[src/rtl/tnn_pkg.sv]
// -----------------------------------------------------------------------------
// tnn_pkg
// Shared definitions for the ternary-neuron sequencer:
//   - default array/accumulator dimensions
//   - serial weight encoding (two bits per synapse: zero flag, sign)
//   - sequencer state encoding
// -----------------------------------------------------------------------------
package tnn_pkg;

  // Default geometry: 32-synapse array, 4 tiles -> 128-input neuron.
  localparam int TNN_N     = 32;
  localparam int TNN_SUM_W = 7;
  localparam int TNN_TILES = 4;
  localparam int TNN_ACC_W = 9;

  // Weight register layout: synapse i occupies bits {2i+1, 2i}.
  // Zero flag set -> weight 0; otherwise sign 0 -> +1, sign 1 -> -1.
  localparam int WT_BITS_PER_SYN = 2;
  localparam int WT_ZERO_OFS     = 0;
  localparam int WT_SIGN_OFS     = 1;

  typedef enum logic [2:0] {
    IDLE    = 3'd0,
    LOAD    = 3'd1,
    APPLY   = 3'd2,
    CAPTURE = 3'd3,
    OUTPUT  = 3'd4
  } state_e;

endpackage

[src/rtl/tnn_neuron_sequencer_if.sv]
// -----------------------------------------------------------------------------
// tnn_neuron_sequencer_if
// Bundles every non-clock/reset signal of the sequencer: control (start, abort,
// threshold), weight-bit stream, input-vector stream, synapse-array drive and
// sense, result handshake and busy.
//   master : the host side (drives start/streams/sum_in/out_ready)
//   slave  : the sequencer itself
// Optional: ACC_SATURATE_EN adds the out_sat result flag.
// -----------------------------------------------------------------------------
interface tnn_neuron_sequencer_if #(
  parameter int N     = 32,
  parameter int SUM_W = 7,
  parameter int ACC_W = 9
);

  logic                    start;
  logic                    abort;
  logic signed [ACC_W-1:0] threshold;
  logic                    wt_valid;
  logic                    wt_bit;
  logic                    wt_ready;
  logic                    x_valid;
  logic [N-1:0]            x_data;
  logic                    x_ready;
  logic                    w_shift;
  logic                    w_bit;
  logic [N-1:0]            x_out;
  logic signed [SUM_W-1:0] sum_in;
  logic                    out_valid;
  logic                    out_ready;
  logic signed [ACC_W-1:0] out_acc;
  logic                    out_act;
  logic                    busy;
`ifdef ACC_SATURATE_EN
  logic                    out_sat;
`endif

  modport master (
    output start, abort, threshold, wt_valid, wt_bit, x_valid, x_data, sum_in, out_ready,
    input  wt_ready, x_ready, w_shift, w_bit, x_out, out_valid, out_acc, out_act, busy
`ifdef ACC_SATURATE_EN
    , input out_sat
`endif
  );

  modport slave (
    input  start, abort, threshold, wt_valid, wt_bit, x_valid, x_data, sum_in, out_ready,
    output wt_ready, x_ready, w_shift, w_bit, x_out, out_valid, out_acc, out_act, busy
`ifdef ACC_SATURATE_EN
    , output out_sat
`endif
  );

endinterface

[src/rtl/tnn_accumulator.sv]
// -----------------------------------------------------------------------------
// tnn_accumulator
// Signed tile accumulator. clear_i zeroes the sum (and the clamp flag); add_i
// adds the sign-extended array sum. clear_i wins over add_i.
// Optional: ACC_SATURATE_EN clamps the add to the ACC_W signed range and keeps
// a sticky sat_o flag; otherwise the add wraps modulo 2^ACC_W.
// Ports:
//   clk, rst  clock, asynchronous active-high reset
//   clear_i   zero accumulator (and sat flag)
//   add_i     acc += sext(sum_i)
//   sum_i     signed array sum, SUM_W bits
//   acc_o     signed accumulator, ACC_W bits
//   sat_o     sticky clamp flag (ACC_SATURATE_EN only)
// -----------------------------------------------------------------------------
module tnn_accumulator
  import tnn_pkg::*;
#(
  parameter int SUM_W = TNN_SUM_W,
  parameter int ACC_W = TNN_ACC_W
) (
  input  logic                    clk,
  input  logic                    rst,
  input  logic                    clear_i,
  input  logic                    add_i,
  input  logic signed [SUM_W-1:0] sum_i,
  output logic signed [ACC_W-1:0] acc_o
`ifdef ACC_SATURATE_EN
  , output logic                  sat_o
`endif
);

  logic signed [ACC_W-1:0] acc_q, acc_d;

`ifdef ACC_SATURATE_EN
  localparam logic signed [ACC_W-1:0] ACC_MAX = {1'b0, {(ACC_W-1){1'b1}}};
  localparam logic signed [ACC_W-1:0] ACC_MIN = {1'b1, {(ACC_W-1){1'b0}}};

  logic                  sat_q, sat_d;
  logic signed [ACC_W:0] sum_wide;
  logic                  ovf;

  // One guard bit: overflow shows up as the two top bits disagreeing.
  assign sum_wide = (ACC_W+1)'(acc_q) + (ACC_W+1)'(sum_i);
  assign ovf      = sum_wide[ACC_W] ^ sum_wide[ACC_W-1];

  // NOTE: every variable gets its default first, so no path can leave it unassigned and infer a latch.
  always_comb begin
    acc_d = acc_q;
    sat_d = sat_q;
    if (clear_i) begin
      acc_d = '0;
      sat_d = 1'b0;
    end else if (add_i) begin
      if (ovf) begin
        acc_d = sum_wide[ACC_W] ? ACC_MIN : ACC_MAX;
        sat_d = 1'b1;
      end else begin
        acc_d = sum_wide[ACC_W-1:0];
      end
    end
  end

  // NOTE: flops use non-blocking assignments so every register samples pre-edge values.
  always_ff @(posedge clk or posedge rst) begin
    if (rst) begin
      acc_q <= '0;
      sat_q <= 1'b0;
    end else begin
      acc_q <= acc_d;
      sat_q <= sat_d;
    end
  end

  assign sat_o = sat_q;
`else
  // NOTE: every variable gets its default first, so no path can leave it unassigned and infer a latch.
  always_comb begin
    acc_d = acc_q;
    if (clear_i) begin
      acc_d = '0;
    end else if (add_i) begin
      acc_d = acc_q + ACC_W'(sum_i);
    end
  end

  // NOTE: flops use non-blocking assignments so every register samples pre-edge values.
  always_ff @(posedge clk or posedge rst) begin
    if (rst) acc_q <= '0;
    else     acc_q <= acc_d;
  end
`endif

  assign acc_o = acc_q;

endmodule

[src/rtl/tnn_neuron_sequencer.sv]
// -----------------------------------------------------------------------------
// tnn_neuron_sequencer
// Time-multiplexes one N-input ternary synapse array over TILES tiles to build
// a neuron with N*TILES fan-in. Per tile: stream 2N weight bits into the array,
// latch one input vector, then add the array sum into the accumulator. After the
// last tile the accumulated pre-activation and (acc > threshold) are offered
// on the result handshake until accepted.
// Ports:
//   clk, rst   clock, asynchronous active-high reset
//   bus        tnn_neuron_sequencer_if.slave:
//                start/abort/threshold control, wt_* weight stream,
//                x_* input-vector stream, w_shift/w_bit/x_out/sum_in array
//                interface, out_* result, busy
// Optional: ACC_SATURATE_EN -> saturating accumulator plus out_sat flag.
// -----------------------------------------------------------------------------
module tnn_neuron_sequencer
  import tnn_pkg::*;
#(
  parameter int N     = TNN_N,
  parameter int SUM_W = TNN_SUM_W,
  parameter int TILES = TNN_TILES,
  parameter int ACC_W = TNN_ACC_W
) (
  input logic                   clk,
  input logic                   rst,
  tnn_neuron_sequencer_if.slave bus
);

  localparam int WT_BITS = WT_BITS_PER_SYN * N;
  localparam int BIT_W   = $clog2(WT_BITS);
  localparam int TILE_W  = (TILES > 1) ? $clog2(TILES) : 1;

  localparam logic [BIT_W-1:0]  BIT_LAST  = BIT_W'(WT_BITS - 1);
  localparam logic [TILE_W-1:0] TILE_LAST = TILE_W'(TILES - 1);

  state_e                  state_q, state_d;
  logic [BIT_W-1:0]        bit_cnt_q, bit_cnt_d;
  logic [TILE_W-1:0]       tile_cnt_q, tile_cnt_d;
  logic signed [ACC_W-1:0] thr_q, thr_d;
  logic [N-1:0]            x_out_q, x_out_d;

  logic                    acc_clear;
  logic                    acc_add;
  logic signed [ACC_W-1:0] acc;
  logic                    wt_fire;

  assign wt_fire = (state_q == LOAD) && bus.wt_valid;

  always_comb begin
    state_d    = state_q;
    bit_cnt_d  = bit_cnt_q;
    tile_cnt_d = tile_cnt_q;
    thr_d      = thr_q;
    x_out_d    = x_out_q;
    acc_clear  = 1'b0;
    acc_add    = 1'b0;

    // abort overrides every other event; x_out deliberately keeps its value.
    if (bus.abort) begin
      state_d   = IDLE;
      acc_clear = 1'b1;
    end else begin
      case (state_q)
        IDLE: begin
          if (bus.start) begin
            acc_clear  = 1'b1;
            bit_cnt_d  = '0;
            tile_cnt_d = '0;
            thr_d      = bus.threshold;
            state_d    = LOAD;
          end
        end
        LOAD: begin
          if (wt_fire) begin
            bit_cnt_d = bit_cnt_q + 1'b1;
            if (bit_cnt_q == BIT_LAST) state_d = APPLY;
          end
        end
        APPLY: begin
          if (bus.x_valid) begin
            x_out_d = bus.x_data;
            state_d = CAPTURE;
          end
        end
        CAPTURE: begin
          // Array sum is settled: weights loaded, x_out registered last cycle.
          acc_add    = 1'b1;
          tile_cnt_d = tile_cnt_q + 1'b1;
          if (tile_cnt_q == TILE_LAST) begin
            state_d = OUTPUT;
          end else begin
            bit_cnt_d = '0;
            state_d   = LOAD;
          end
        end
        OUTPUT: begin
          // A start arriving with the retiring handshake is dropped on purpose.
          if (bus.out_ready) state_d = IDLE;
        end
        default: state_d = IDLE;
      endcase
    end
  end

  always_ff @(posedge clk or posedge rst) begin
    if (rst) begin
      state_q    <= IDLE;
      bit_cnt_q  <= '0;
      tile_cnt_q <= '0;
      thr_q      <= '0;
      x_out_q    <= '0;
    end else begin
      state_q    <= state_d;
      bit_cnt_q  <= bit_cnt_d;
      tile_cnt_q <= tile_cnt_d;
      thr_q      <= thr_d;
      x_out_q    <= x_out_d;
    end
  end

  tnn_accumulator #(
    .SUM_W (SUM_W),
    .ACC_W (ACC_W)
  ) u_acc (
    .clk     (clk),
    .rst     (rst),
    .clear_i (acc_clear),
    .add_i   (acc_add),
    .sum_i   (bus.sum_in),
    .acc_o   (acc)
`ifdef ACC_SATURATE_EN
    , .sat_o (bus.out_sat)
`endif
  );

  assign bus.wt_ready  = (state_q == LOAD);
  assign bus.w_shift   = wt_fire;
  assign bus.w_bit     = (state_q == LOAD) && bus.wt_bit;
  assign bus.x_ready   = (state_q == APPLY);
  assign bus.x_out     = x_out_q;
  assign bus.out_valid = (state_q == OUTPUT);
  assign bus.out_acc   = acc;
  assign bus.out_act   = (state_q == OUTPUT) && (acc > thr_q);
  assign bus.busy      = (state_q != IDLE);

endmodule

[src/flat_wrapper.sv]
// flat-port wrapper written by rule: the top's interface ports become plain ports
module tnn_neuron_sequencer_flat import tnn_pkg::*;
#(
  parameter int N     = TNN_N,
  parameter int SUM_W = TNN_SUM_W,
  parameter int TILES = TNN_TILES,
  parameter int ACC_W = TNN_ACC_W
)
  (clk, rst, bus_start, bus_abort, bus_threshold, bus_wt_valid, bus_wt_bit, bus_x_valid, bus_x_data, bus_sum_in, bus_out_ready, bus_wt_ready, bus_x_ready, bus_w_shift, bus_w_bit, bus_x_out, bus_out_valid, bus_out_acc, bus_out_act, bus_busy);
  tnn_neuron_sequencer_if #(.N(N), .SUM_W(SUM_W), .ACC_W(ACC_W)) bus_i ();
  input logic clk;
  input logic rst;
  input wire logic [$bits(bus_i.start)-1:0] bus_start;
  input wire logic [$bits(bus_i.abort)-1:0] bus_abort;
  input wire logic [$bits(bus_i.threshold)-1:0] bus_threshold;
  input wire logic [$bits(bus_i.wt_valid)-1:0] bus_wt_valid;
  input wire logic [$bits(bus_i.wt_bit)-1:0] bus_wt_bit;
  input wire logic [$bits(bus_i.x_valid)-1:0] bus_x_valid;
  input wire logic [$bits(bus_i.x_data)-1:0] bus_x_data;
  input wire logic [$bits(bus_i.sum_in)-1:0] bus_sum_in;
  input wire logic [$bits(bus_i.out_ready)-1:0] bus_out_ready;
  output wire logic [$bits(bus_i.wt_ready)-1:0] bus_wt_ready;
  output wire logic [$bits(bus_i.x_ready)-1:0] bus_x_ready;
  output wire logic [$bits(bus_i.w_shift)-1:0] bus_w_shift;
  output wire logic [$bits(bus_i.w_bit)-1:0] bus_w_bit;
  output wire logic [$bits(bus_i.x_out)-1:0] bus_x_out;
  output wire logic [$bits(bus_i.out_valid)-1:0] bus_out_valid;
  output wire logic [$bits(bus_i.out_acc)-1:0] bus_out_acc;
  output wire logic [$bits(bus_i.out_act)-1:0] bus_out_act;
  output wire logic [$bits(bus_i.busy)-1:0] bus_busy;
  assign bus_i.start = bus_start;
  assign bus_i.abort = bus_abort;
  assign bus_i.threshold = bus_threshold;
  assign bus_i.wt_valid = bus_wt_valid;
  assign bus_i.wt_bit = bus_wt_bit;
  assign bus_i.x_valid = bus_x_valid;
  assign bus_i.x_data = bus_x_data;
  assign bus_i.sum_in = bus_sum_in;
  assign bus_i.out_ready = bus_out_ready;
  assign bus_wt_ready = bus_i.wt_ready;
  assign bus_x_ready = bus_i.x_ready;
  assign bus_w_shift = bus_i.w_shift;
  assign bus_w_bit = bus_i.w_bit;
  assign bus_x_out = bus_i.x_out;
  assign bus_out_valid = bus_i.out_valid;
  assign bus_out_acc = bus_i.out_acc;
  assign bus_out_act = bus_i.out_act;
  assign bus_busy = bus_i.busy;
  tnn_neuron_sequencer #(.N(N), .SUM_W(SUM_W), .TILES(TILES), .ACC_W(ACC_W)) u_core (.clk(clk), .rst(rst), .bus(bus_i));
endmodule
[config.mk]
export PLATFORM = sky130hd
export DESIGN_NAME = tnn_neuron_sequencer_flat
export DESIGN_NICKNAME = d
export VERILOG_FILES = /design/src/rtl/tnn_pkg.sv /design/src/rtl/tnn_neuron_sequencer_if.sv /design/src/rtl/tnn_accumulator.sv /design/src/rtl/tnn_neuron_sequencer.sv /design/src/flat_wrapper.sv
export SDC_FILE = /design/constraint.sdc
export NUM_CORES = 1
export LEC_CHECK = 0
export BUFFER_PORTS_ARGS = -buffer_cell sky130_fd_sc_hd__buf_4
export CAP_MARGIN = 20
export CORE_AREA = 5 5 90 92
export DETAILED_ROUTE_END_ITERATION = 8
export DIE_AREA = 0 0 95 97
export GPL_TIMING_DRIVEN = 0
export PLACE_DENSITY = 0.83
export SLEW_MARGIN = 0
export SYNTH_ARGS = -nofsm -noshare
export SYNTH_HDL_FRONTEND = slang
export SYNTH_SLANG_ARGS = --single-unit
[constraint.sdc]
create_clock -name clk -period 1.9 [get_ports clk]
set_input_delay 0.095 -clock clk [delete_from_list [all_inputs] [get_ports clk]]
set_output_delay 0.095 -clock clk [all_outputs]
set_load 0.1 [all_outputs]
* Word level (Yosys, flattened, before mapping)
Cells that the tools add are included.
Word-level totals: register bits 61, input port bits 56, logic and storage cells 59
Cells by class: add/sub/neg operators 3, order comparisons 1, eq/ne operators 14, mux-type cells 21, bitwise operators 1, reduce and logical (&&, ||, !) cells 13
Operator list (count):
- 3-bit 2-to-1 mux | 7
- 6-bit 2-to-1 mux | 3
- 9-bit 2-to-1 mux | 2
- 6-bit case mux with 3 select lines | 1
- 3-bit case mux with 5 select lines | 1
- 5-bit AND reduction | 2
- 9-bit by 7-bit adder with 9-bit output | 1
- 9-bit > comparator | 1
- 3-bit != test (second input constant) | 3
- 3-bit AND reduction | 3
- 6-bit by 1-bit adder with 6-bit output (second input constant) | 1
- 3-bit by 2-bit equality test with 1-bit output (second input constant) | 2
- 6-bit equality test (second input constant) | 1
- 3-bit by 2-bit != test with 1-bit output (second input constant) | 2
- 3-bit nonzero test | 2
- 1-bit 2-to-1 mux | 5
- 2-bit != test (second input constant) | 2
- 2-bit case mux with 2 select lines | 1
- 2-bit nonzero test | 2
- 3-bit by 1-bit equality test with 1-bit output (second input constant) | 1
- 3-bit equality test (second input constant) | 1
- 1-bit logical AND | 3
- 3-bit logical NOT | 1
- 2-bit by 1-bit adder with 2-bit output (second input constant) | 1
- 4 further kinds | 4

* Longest topological paths before layout
Gate-level depths: netlist of the first run.
word-level depth 5, mapped depth 8, mapped depth without buffers 8

* Cells and area by module
A second synthesis of the first run with hierarchy kept.
Second synthesis, totals: cells, all modules 282, area total of the unflattened synthesis 3205.6 um2
By module, submodules not included:
- tnn_neuron_sequencer | instances 1, cells each 199, area each 2429.8 um2, seq. area each 1301.2 um2
- tnn_accumulator | instances 1, cells each 83, area each 775.7 um2, seq. area each 225.2 um2

* Worst setup path before layout of the first run
Ideal clock, no wire load.
kind reg-to-reg, start reg u_core.u_acc.acc_q[0], in the netlist u_core.u_acc.acc_o[0], end reg u_core.u_acc.acc_q[8], in the netlist u_core.u_acc.acc_o[8], setup time 0.130 ns, data arrival time 2.623 ns, path slack -0.853 ns, cell stages (with the launch flop) 9, path buffers 0, cells stage by stage dfrtp_1 ha_1 inv_1 fa_1 nand2b_1 a211oi_1 o311ai_2 nor3_1 o22ai_1
On the way: longest elaborated chain between the ends 3
Ends and longest elaborated chain:
- from (decl) | RTL line tnn_accumulator.sv:32 | logic signed [ACC_W-1:0] acc_q, acc_d;
- from (signal assigned) | RTL line tnn_accumulator.sv:88 | if (rst) acc_q <= '0;
- from (signal assigned) | RTL line tnn_accumulator.sv:89 | else acc_q <= acc_d;
- 9-bit by 7-bit adder with 9-bit output | RTL line tnn_accumulator.sv:82 | acc_d = acc_q + ACC_W'(sum_i);
- 9-bit 2-to-1 mux | RTL line tnn_accumulator.sv:81 | end else if (add_i) begin
- 9-bit 2-to-1 mux | RTL line tnn_accumulator.sv:79 | if (clear_i) begin
Every way passes these cells. The select of a mux whose other input is x is not followed. A chain may end at the register's enable or synchronous reset.

* Worst setup path in the final report of the first run
start reg u_core.u_acc.acc_q[3], in the netlist u_core.u_acc.acc_o[3], end out bus_out_act
On the way: longest elaborated chain between the ends 2
Ends and longest elaborated chain:
- 9-bit > comparator | RTL line tnn_neuron_sequencer.sv:143 | assign bus.out_act = (state_q == OUTPUT) && (acc > thr_q);
- 1-bit logical AND | RTL line tnn_neuron_sequencer.sv:143
- to (decl) | RTL line flat_wrapper.sv:29 | output wire logic [$bits(bus_i.out_act)-1:0] bus_out_act;
Every way passes these cells.

==> metrics.md, run 1 <==
| Metric | Value |
|---|---|
| Highest-delay cell along the critical path | `dfrtp_2` |
| # setup viols final | `3` |
| Proportion of netlist area held by the largest area contributor | `0.478` |
| Number of cells on the worst reg-to-reg path | `8` |
| Delay of the slowest cell on the worst path | `~0.46 ns` |
| Netlist Area Pre-Place | `0.00320 sq mm` |
| Most used flip-flop cell after synthesis | `dfrtp_1` |
| Final routed wirelength across all metal layers | `9700 um` |
| Area overhead of the layout relative to synthesis | `59.7%` |
| Worst Skew | `about 0.0073 ns` |
| Synthesis Warnings | `0` |
| Multi-input gate area in the final layout | `approximately 0.0018 sq mm` |
| Synthesized net count | `367` |
| Vias in the first global route | `3133` |
| DRT antenna net count | `0` |
| Tightest Hold Check Type | `in2reg` |
| Clock-pin slew of the registers on the worst-case setup and hold paths | `0.07 ns` |
| Die Width | `~95 um` |
| Post-synth ARST share | `1.00` |
| Signal arrival time at the worst endpoint | `1.93 ns` |
| Distinct cells, synth | `50` |
| Flip-flop and latch area | `0.00154 sq mm` |
| Commonest cells after routing, fill and taps aside | `buf_4 (113), dfrtp_1 (52), dlygate4sd3_1 (38)` |
| Initial core utilization | `0.448` |
| Simple-gate share of the synthesized area | `0.135` |
| Adder-cell share of the synthesized area | `0.0807` |
| Top sig layer | `met4` |
| Total number of nets in the final design | `535` |
| CP endpoint kind | `output pin` |
| Critical path buffer and inverter count | `1` |
| Number of violations reported at the end of detailed-routing iteration 0 | `approximately 120` |
| Beginning of the worst hold path | `bus_x_data[17]` |
| CTS H-Tree Depth | `3` |
| Height of the chip | `97 um` |
| Number of instances in the synthesized netlist | `291` |
| Fraction of final layout cells sized beyond drive strength 1 | `0.491` |
| Violated checks | `setup timing` |
| Number of maximum-capacitance constraint violations | `0` |
| Launching instance or port of the critical path | `u_core.u_acc.acc_o[3]` |
| Length of routed wiring on met1 | `roughly 4100 um` |
| Crit path required time | `1.80 ns` |
| Cell breakdown of the critical path | `ha_4 > nand4_1 > o311ai_2 > o21a_4 > buf_12` |
| Via Count | `2902` |
| End point of the critical path | `bus_out_act` |
| Total number of clock tree sinks | `61` |
| Final hold slack | `0.0158 ns` |
| Clk_lat worst skew | `~0.33 ns` |
| Worst path setup slack after routing | `-0.126 ns` |
| Critical Path Stages | `5` |
| Filler cells | `495` |
| DR vias/cell | `5.15` |
| Detailed Place HPWL | `6160 um` |
| Port bufs | `102` |
| Number of flops mapped to enable cells by yosys | `0` |
| Power density cells | `605 mW/mm^2` |
| Maximum fanout encountered on the critical timing path | `4` |
| Multiplexer fraction of the synthesized cell area | `0.124` |
| Number of detailed-route iterations in the first pass | `4` |
| Final weighted congestion in routability-driven placement | `0.805` |
| Sequential cell area fraction in the yosys report | `0.478` |
| RSZ-0062 raised after global routing | `yes` |
| Final routed DRC violation total | `0` |
| Setup Slack @ Placement | `-0.187 ns` |
| Xor-xnor portion of the synthesized cell area | `0.00274` |
| Area contributors post-synth | `dfrtp_1 (48%), mux2_2 (11%), ha_1 (7.4%), o21ai_0 (3.8%), nand2_1 (2.8%)` |
| TritonCTS clock tree | `yes` |
| Mean post-synth cell area | `11.0 sq um` |
| Reg-to-reg endpoint | `u_core.u_acc.acc_o[8]` |
| Least-Margin Pin Slew | `0.780 ns` |
| Flip-flop and latch count after synthesis | `61` |
| Worst reg-to-reg setup slack | `-0.07 ns` |
| Area of the core | `about 0.0071 sq mm` |
| Average wire per cell in the routed design | `17.2 um` |
| Fin. max-slew vios | `0` |
| Met2 wirelength from detailed routing | `4650 um` |
| Buffer type at the clock tree root | `clkbuf_8` |
| Rows | `31` |
| Num CTS Buffers | `9` |
| Crit Path Category | `reg2out` |
| Antenna violations before repair | `0` |
| Startpoint type of the worst setup path | `register` |
| Ant diodes | `0` |
| Minimum clock period after layout | `between 2 and 2.5 ns` |
| Start of the worst register-to-register path | `u_core.u_acc.acc_o[0]` |
| Die Area | `roughly 0.009 sq mm` |
| Top Family by Delay on Critical Path | `compound AO/OA/AOI/OAI gates` |
| Main combinational cell family by area after synthesis | `simple AND/OR/NAND/NOR gates` |
| Post-Route Setup TNS | `-0.228 ns` |
| Number of top-level pins | `104` |
| CTS max path bufs | `2` |
| Total track usage | `0.211` |
| Count of final hold-check violations | `0` |
| Synth area leader | `dfrtp_1` |
| IR Drop Worst-Case VDD | `approximately 0.35 mV` |
| Most common library cell in the layout ignoring fill and taps | `buf_4` |
| Routed length on met3 | `774 um` |
| Static leakage power | `between 2 and 3 nW` |
| Worst max-slew margin expressed relative to the limit | `0.479` |
| Total congestion overflow | `0` |
| Compound-gate portion of the synthesized area | `0.131` |
| Global-route wire length before repair | `around 15000 um` |
| Outcome | `complete, but fails checks` |
| Largest net degree at the start of global routing | `36` |
| Share of the clock period used by the worst path | `1.07` |
| Upper clock frequency limit | `slightly below 0.5 GHz` |
==> cells by family after synthesis <==
logic type / count (synthesis)
adders and majority gates: 20
muxes: 35
and+or+nand+nor: 83
AOI/OAI and AO/OA: 62
xor gates and xnor gates: 1
DFF: 61
buffers and inverters: 29
==> area by class of cell <==
| class | count | area share |
|---|---|---|
| Tap cell | 99 | 0.0243 |
| Timing Repair Buffer | 157 | 0.260 |
| Clock buffer | 10 | 0.0270 |
| Multi-Input combinational cell | 201 | 0.343 |
| Sequential cell | 61 | 0.301 |
| Inverter | 19 | 0.0140 |
| Buffer | 10 | 0.0181 |
| Clock inverter | 6 | 0.0123 |
==> registers in the layout (all words and copies together) (netlist names) <==
| register | cells |
|---|---|
| u_core.tile_cnt_q | 2 |
| u_core.state_q | 3 |
| u_core.bus.x_out | 32 |
| u_core.u_acc.acc_o | 9 |
| u_core.bit_cnt_q | 6 |
| u_core.thr_q | 9 |
==> worst min-delay path by stage <==
stage,cells after the start,end
finish,2,u_core.bus.x_out[17]
global route,2,u_core.bus.x_out[13]
CTS,2,u_core.bus.x_out[20]
detailed placement,2,u_core.bus.x_out[25]
global placement,2,u_core.state_q[2]
floorplan,1,u_core.state_q[2]
==> routing by layer <==
metal	track usage	vias up
met5	0	-
met4	0.0699	0
met3	0.0566	21
met2	0.358	120
met1	0.254	1386
li1	-	1375
==> where the power goes <==
group | switching [W] | leakage [nW] | internal [W]
Clock | 0.000525 | 0.0943 | 0.000636
Sequential | 0.0000247 | 0.819 | 0.00134
Combinational | 0.000286 | 1.62 | 0.000276
Total | 0.000835 | 2.53 | 0.00225
==> worst reg2reg max path: stages, from the launching register on <==
cell	delay (ns)
dfrtp_2	0.40
ha_4	0.15
inv_2	0.03
fa_2	0.35
nand2b_4	0.18
a211oi_4	0.29
o41ai_2	0.14
o2111ai_1	0.20
o22ai_1	0.11
==> repair_timing <==
| action | in CTS | in global routing |
|---|---|---|
| gates resized for setup | 26 | 15 |
| hold buffers | 38 | 0 |
| setup buffers | 12 | 4 |
| endpoints found under the hold margin | 72 | 0 |
| endpoints found under the setup margin | 14 | 21 |
| pin swaps | 5 | 6 |
==> per-stage QoR <==
step / instances / instance area [sq um] / util / total power, W
3_3_place_gp: 492 / 4150 / 0.581 / 0.00176
4_1_cts: 559 / 5000 / 0.700 / 0.00306
2_1_floorplan: 291 / 3260 / - / 0.00162
5_1_grt: 563 / 5100 / 0.715 / 0.00321
3_5_place_dp: 493 / 4170 / 0.584 / 0.00178
6_report: 563 / 5100 / 0.715 / 0.00309
==> cells in the mapped netlist, types with 2 or more instances <==
cell and n:
o21ai_0 24, nand2b_1 7, nor2_1 19, o21a_1 3
inv_1 18, nor3b_1 3, and2_1 5, buf_6 6
a221oi_1 3, a21o_1 2, or3_1 4, a32o_1 2
nand2_1 24, mux2i_1 2, dfrtp_1 61, nand3_1 4
o22ai_1 2, mux2_2 32, o31ai_1 5, nor2b_1 3
buf_2 3, nand4_1 2, a21oi_1 7, a211oi_1 3
ha_1 19, nor3_1 4
(Power assumes the default switching activity.)
==> inputs of run 2 (changes only) <==
CORE_AREA = 5 5 83 85   (was 5 5 90 92)
DIE_AREA = 0 0 88 90   (was 0 0 95 97)
PLACE_DENSITY = 0.91   (was 0.83)
clock period = 2.5 ns   (was 1.9 ns; I/O delays follow)
==> run 2 against run 1 <==
Compared with the run above: combinational power down 46%; global-route usage down 0.80 points; total power down 29%; the run now ends clean.
==> metrics.md, run 2 (same netlist as run 1, synthesis figures left out) <==
| Metric | Value |
|---|---|
| Clk_lat worst skew | `0.32 ns (about the same)` |
| Die Width | `88 um (-7.4%)` |
| Filler cells | `438 (-12%)` |
| Buffer count from post-CTS setup fixing | `0 (-12)` |
| TritonCTS clock tree | `yes` |
| Fraction of final layout cells sized beyond drive strength 1 | `0.419 (-0.0725)` |
| Number of top-level pins | `104 (unchanged)` |
| Total congestion overflow | `0 (unchanged)` |
| Length of routed wiring on met1 | `3380 um (-17%)` |
| Worst max-slew margin expressed relative to the limit | `0.383 (-0.0960)` |
| IR Drop Worst-Case VDD | `0.349 mV (-1.1%)` |
| Global-route wire length before repair | `12700 um (-18%)` |
| Commonest cells after routing, fill and taps aside | `buf_4 (102), dfrtp_1 (59), mux2_2 (32)` |
| Crit path required time | `2.38 ns (+0.58 ns)` |
| Antenna violations before repair | `0 (unchanged)` |
| CTS H-Tree Depth | `3 (unchanged)` |
| Start of the worst register-to-register path | `u_core.u_acc.acc_o[0]` |
| Fin. max-slew vios | `0 (unchanged)` |
| Vias in the first global route | `2654 (-15%)` |
| Worst Skew | `0.00493 ns (-0.00233 ns)` |
| Total track usage | `0.203 (-0.00796)` |
| Final weighted congestion in routability-driven placement | `0.843 (+4.7%)` |
| Final hold slack | `0.0109 ns (-0.00483 ns)` |
| DRT antenna net count | `0 (unchanged)` |
| Worst reg-to-reg setup slack | `0.27 ns (+0.34 ns)` |
| Height of the chip | `90 um (-7.2%)` |
| Rows | `29 (-6.5%)` |
| Setup Slack @ Placement | `0.172 ns (+0.359 ns)` |
| Detailed Place HPWL | `6140 um (-0.43%)` |
| Final routed DRC violation total | `0 (unchanged)` |
| Routed length on met3 | `682 um (-12%)` |
| Power density cells | `510 mW/mm^2 (-16%)` |
| Final Cell Area | `0.00433 sq mm (-15%)` |
| Least-Margin Pin Slew | `0.925 ns (+0.145 ns)` |
| Startpoint type of the worst setup path | `register` |
| Outcome | `finished, final reports clean` |
| Crit Path Category | `reg2out` |
| Number of detailed-route iterations in the first pass | `4 (unchanged)` |
| Met2 wirelength from detailed routing | `3820 um (-18%)` |
| Upper clock frequency limit | `0.428 GHz` |
| Share of the clock period used by the worst path | `0.935` |
| Clock-pin slew of the registers on the worst-case setup and hold paths | `0.07 ns (about the same)` |
| Worst path setup slack after routing | `0.163 ns (+0.289 ns)` |
| Buffer type at the clock tree root | `clkbuf_8` |
| Top sig layer | `met4` |
| # setup viols final | `0 (-3)` |
| Count of final hold-check violations | `0 (unchanged)` |
| Beginning of the worst hold path | `bus_threshold[5]` |
| Via Count | `2719 (-6.3%)` |
| RSZ-0062 raised after global routing | `no` |
| Final routed wirelength across all metal layers | `7970 um (-18%)` |
| Reg-to-reg endpoint | `u_core.u_acc.acc_o[8]` |
| CTS max path bufs | `2 (unchanged)` |
| Static leakage power | `2.28 nW (-10%)` |
| Total placed cells including tap cells | `471 (-4.5%)` |
| Die Area | `0.00792 sq mm (-14%)` |
| Total number of nets in the final design | `485 (-9.3%)` |
| Signal arrival time at the worst endpoint | `2.21 ns (+0.28 ns)` |
| Flip-flop and latch area | `0.00153 sq mm (-0.57%)` |
| Area of the core | `0.00613 sq mm (-14%)` |
| Post-Route Setup TNS | `0 ns (+0.228 ns)` |
| Number of maximum-capacitance constraint violations | `0 (unchanged)` |
| Largest net degree at the start of global routing | `34 (-5.6%)` |
| WHS Endpoint | `u_core.thr_q[5]` |
| Initial core utilization | `0.521 (+0.0734)` |
| Ant diodes | `0 (unchanged)` |
| Minimum clock period after layout | `about 2.3 ns` |
| CP endpoint kind | `output pin` |
| Number of violations reported at the end of detailed-routing iteration 0 | `81 (-31%)` |
| Num CTS Buffers | `9 (unchanged)` |
| Placement Cell Area | `0.00408 sq mm (-2.1%)` |
| Number of cells in the finished layout apart from fillers | `490 (-13%)` |
| Total number of clock tree sinks | `61 (unchanged)` |
| Number of cells on the worst reg-to-reg path | `8 (unchanged)` |
| Max reg flops | `32 (unchanged)` |
| Multi-input gate area in the final layout | `0.00152 sq mm (-13%)` |
| Maximum fanout encountered on the critical timing path | `10 (+6)` |
| Average wire per cell in the routed design | `16.3 um (-5.5%)` |
| Port bufs | `102 (unchanged)` |
| Most common library cell in the layout ignoring fill and taps | `buf_4` |
| Worst hold path cell count | `3 (+1)` |
| Tightest Hold Check Type | `in2reg` |
| DR vias/cell | `5.55 (+7.7%)` |
| Area overhead of the layout relative to synthesis | `35.4%` |
## run 2: changes by cell type in the layout (fill, tap and decap cells not counted), moves of 3 or more
cell	change
nor2_2	-3
buf_4	-11
dfrtp_1	+7
dfrtp_2	-7
ha_1	+10
and2_1	+3
buf_6	-3
ha_4	-9
dlygate4sd3_1	-34
nor2_1	+5
## run 2: how the worst max path moves through the flow
stage	slack, ns	start	cells after the start	to
after floorplan	0.03	u_core.u_acc.acc_o[5]	6	u_core.u_acc.acc_o[8]
after CTS	0.15	u_core.u_acc.acc_o[0]	8	u_core.u_acc.acc_o[8]
after global routing	0.08	u_core.state_q[1]	5	bus_out_act
final	0.16	u_core.state_q[1]	5	bus_out_act
after global placement	0.01	rst	2	u_core.u_acc.acc_o[1]
after detailed placement	0.17	u_core.u_acc.acc_o[0]	8	u_core.u_acc.acc_o[8]
## run 2: power by group
group / switching [W] / internal [W] / total [W]
registers: 0.0000169 / 0.00102 / 0.00104
clock network: 0.000360 / 0.000505 / 0.000866
logic: 0.000169 / 0.000134 / 0.000302
total: 0.000546 / 0.00166 / 0.00221
## run 2: final cells by class
| type | count | area share |
|---|---|---|
| inverter | 19 | 0.0165 |
| clock inverter | 4 | 0.0110 |
| timing repair buffer | 107 | 0.191 |
| multi-input combinational | 201 | 0.351 |
| clock buffer | 11 | 0.0350 |
| buffer | 10 | 0.0200 |
| tap | 77 | 0.0223 |
| sequential | 61 | 0.353 |
## run 2: worst max-delay path, cell delays in order, from the launching register on
cell and delay, ns:
dfrtp_1 0.42, buf_2 0.19, or3b_2 0.51, a221oi_1 0.27, o21a_2 0.21, buf_4 0.28
## run 2: per-stage QoR
stage | total power (W) | util
5_1_grt | 0.00231 | 0.705
3_3_place_gp | 0.00133 | 0.662
6_report | 0.00221 | 0.705
3_5_place_dp | 0.00135 | 0.666
4_1_cts | 0.00222 | 0.705
2_1_floorplan | 0.00123 | -
## run 2: metal layers
metal / vias to the layer above / GRT usage
met5: - / 0
met4: 0 / 0.0601
met3: 10 / 0.0430
met2: 117 / 0.334
met1: 1310 / 0.266
li1: 1282 / -
## run 2: repair_timing
action | CTS | global route
endpoints found under the hold margin | 31 | 0
hold buffers | 4 | 0
gates resized for setup | 0 | 1
setup endpoints to repair | 0 | 1
==> inputs of run 3 (changes only) <==
--- a/config.mk
+++ b/config.mk
@@ -9,4 +9,5 @@
 export CAP_MARGIN = 20
 export CORE_AREA = 5 5 83 85
+export CTS_BUF_LIST = sky130_fd_sc_hd__clkbuf_16
 export DETAILED_ROUTE_END_ITERATION = 8
 export DIE_AREA = 0 0 88 90
==> constraint.sdc (replaced) <==
create_clock -name clk -period 2.5 [get_ports clk]
set_input_delay 0 -clock clk [delete_from_list [all_inputs] [get_ports clk]]
set_output_delay 0 -clock clk [all_outputs]
set_load 0.1 [all_outputs]
==> run 3 against run 2 <==
Compared with the run above: hold slack gained 0.042 ns; count of clock-buffer cells in the layout is 2 lower; sequential power about the same; critical path type is now reg2reg; clock power grew 35%; critical path depth rose by 3; largest power group is now clock.
==> metrics.md, run 3 (same netlist as run 1, synthesis figures left out) <==
| Metric | Value |
|---|---|
| Setup Slack @ Placement | `0.172 ns (unchanged)` |
| Power density cells | `534 mW/mm^2 (+4.7%)` |
| Initial core utilization | `0.521 (unchanged)` |
| Final routed wirelength across all metal layers | `9570 um (+20%)` |
| Share of the clock period used by the worst path | `0.933 (-0.00229)` |
| Num CTS Buffers | `9 (unchanged)` |
| Height of the chip | `90 um (unchanged)` |
| Crit Path Category | `reg2reg` |
| Total placed cells including tap cells | `471 (unchanged)` |
| RSZ-0062 raised after global routing | `no` |
| Total track usage | `0.241 (+0.0383)` |
| Global-route wire length before repair | `14900 um (+17%)` |
| Routed length on met3 | `807 um (+18%)` |
| Antenna violations before repair | `0 (unchanged)` |
| Length of routed wiring on met1 | `3920 um (+16%)` |
| Least-Margin Pin Slew | `0.944 ns (+0.0196 ns)` |
| IR Drop Worst-Case VDD | `0.406 mV (+16%)` |
| Total number of clock tree sinks | `61 (unchanged)` |
| Worst path setup slack after routing | `0.169 ns (+0.00573 ns)` |
| Top sig layer | `met4` |
| Outcome | `finished, final reports clean` |
| Largest net degree at the start of global routing | `34 (unchanged)` |
| Final routed DRC violation total | `0 (unchanged)` |
| Total number of nets in the final design | `526 (+8.5%)` |
| Tightest Hold Check Type | `in2reg` |
| Worst reg-to-reg setup slack | `0.17 ns (-0.10 ns)` |
| Die Width | `88 um (unchanged)` |
| Start of the worst register-to-register path | `u_core.u_acc.acc_o[0]` |
| Fin. max-slew vios | `0 (unchanged)` |
| Fraction of final layout cells sized beyond drive strength 1 | `0.377 (-0.0422)` |
| Buffer type at the clock tree root | `clkbuf_16` |
| Final weighted congestion in routability-driven placement | `0.843 (unchanged)` |
| Clock-pin slew of the registers on the worst-case setup and hold paths | `0.05 ns (-0.02 ns)` |
| CP endpoint kind | `register` |
| Via Count | `2911 (+7.1%)` |
| Rows | `29 (unchanged)` |
| Static leakage power | `2.49 nW (+9.2%)` |
| Vias in the first global route | `2911 (+9.7%)` |
| Clk_lat worst skew | `0.32 ns (about the same)` |
| Number of maximum-capacitance constraint violations | `0 (unchanged)` |
| Detailed Place HPWL | `6140 um (unchanged)` |
| Launching instance or port of the critical path | `u_core.u_acc.acc_o[0]` |
| # setup viols final | `0 (unchanged)` |
| Area overhead of the layout relative to synthesis | `50.7%` |
| Count of final hold-check violations | `0 (unchanged)` |
| Total congestion overflow | `0 (unchanged)` |
| Reg-to-reg endpoint | `u_core.u_acc.acc_o[8]` |
| Die Area | `0.00792 sq mm (unchanged)` |
| Number of cells on the worst reg-to-reg path | `8 (unchanged)` |
| Commonest cells after routing, fill and taps aside | `buf_4 (102), dfrtp_1 (59), dlygate4sd3_1 (45)` |
| DR vias/cell | `5.48 (-1.2%)` |
| Number of top-level pins | `104 (unchanged)` |
| Number of detailed-route iterations in the first pass | `4 (unchanged)` |
| Startpoint type of the worst setup path | `register` |
| Minimum clock period after layout | `2.33 ns (-0.00573 ns)` |
| Cell breakdown of the critical path | `ha_1 > inv_1 > fa_1 > nand2b_1 > a211oi_2 > o311ai_2 > nor3_1 > o22ai_1` |
| Port bufs | `102 (unchanged)` |
| Maximum fanout encountered on the critical timing path | `4 (-6)` |
| Met2 wirelength from detailed routing | `4650 um (+22%)` |
| Highest-delay cell along the critical path | `dfrtp_2` |
| TritonCTS clock tree | `yes` |
| Worst hold path cell count | `3 (unchanged)` |
| Ant diodes | `0 (unchanged)` |
| Average wire per cell in the routed design | `18.0 um (+11%)` |
| Max reg flops | `32 (unchanged)` |
| Area of the core | `0.00613 sq mm (unchanged)` |
| Post-Route Setup TNS | `0 ns (unchanged)` |
| Crit path required time | `2.69 ns (+0.31 ns)` |
| CTS H-Tree Depth | `3 (unchanged)` |
| Delay of the slowest cell on the worst path | `0.39 ns (-0.12 ns)` |
| Upper clock frequency limit | `0.429 GHz (+0.25%)` |
| CTS max path bufs | `2 (unchanged)` |
| Number of cells in the finished layout apart from fillers | `531 (+8.4%)` |
| Worst Skew | `0.00472 ns (-0.000207 ns)` |
| Signal arrival time at the worst endpoint | `2.52 ns (+0.31 ns)` |
| Number of violations reported at the end of detailed-routing iteration 0 | `93 (+15%)` |
| Worst max-slew margin expressed relative to the limit | `0.370 (-0.0131)` |
| End point of the critical path | `u_core.u_acc.acc_o[8]` |
| Most common library cell in the layout ignoring fill and taps | `buf_4` |
| DRT antenna net count | `0 (unchanged)` |
-- run 3: cell count changes in the layout (fill, tap and decap cells not counted) --
cell	before	now
dlygate4sd3_1	4	45
clkbuf_8	11	0
clkbuf_16	0	9
clkinv_1	0	2
-- run 3: area by class of cell --
class                   instances  area, sq um
inverters                      19         71.3
flip-flops and latches         61         1530
well taps                      77         96.3
clock buffers                   9          225
clock inverters                 6         55.1
plain buffers                  10         86.3
multi-input cells             201         1520
repair buffers                148         1240
fillers                       341         1320
-- run 3: layer usage --
layer	track usage	vias up
li1	-	1369
met1	0.310	1379
met2	0.398	140
met3	0.0484	23
met4	0.0857	0
met5	0	-
-- run 3: through the flow --
step	area, sq um	hold slack, ns	total power (W)	utilization
2_1_floorplan	3200	0.0949	0.00123	-
3_3_place_gp	4060	0.183	0.00133	0.662
3_5_place_dp	4080	0.124	0.00135	0.666
4_1_cts	4810	0.0333	0.00257	0.785
5_1_grt	4820	0.0716	0.00267	0.786
6_report	4820	0.0529	0.00257	0.786
-- run 3: how the worst min path moves through the flow --
stage / end / slack, ns / start
after floorplan: u_core.state_q[2] / 0.09 / bus_out_ready
after global placement: u_core.state_q[2] / 0.18 / bus_out_ready
after detailed placement: u_core.bus.x_out[3] / 0.12 / rst
after CTS: u_core.u_acc.acc_o[8] / 0.03 / bus_sum_in[6]
after global routing: u_core.u_acc.acc_o[8] / 0.07 / bus_sum_in[6]
final: u_core.u_acc.acc_o[8] / 0.05 / bus_sum_in[6]
-- run 3: timing repair --
action	in CTS	in global routing
hold endpoints to repair	72	0
setup buffers	0	0
endpoints found under the setup margin	0	1
hold buffers	45	0
resized for setup	0	1
-- run 3: worst max-delay path, delay by kind of cell, from the launching register on --
| kind | cells | cell delay (ns) |
|---|---|---|
| buf+inv | 1 | 0.08 |
| compound gates | 3 | 0.69 |
| fa+ha+maj | 2 | 0.59 |
| flops | 1 | 0.39 |
| simple gates | 2 | 0.44 |
-- run 3: report_power, final --
part           leakage (nW)  total (W)  internal (W)  switching, W
Combinational          1.52   0.000361      0.000175      0.000186
Sequential            0.831    0.00104       0.00102     0.0000179
Clock                 0.136    0.00117      0.000754      0.000417
Total                  2.49    0.00257       0.00195      0.000621
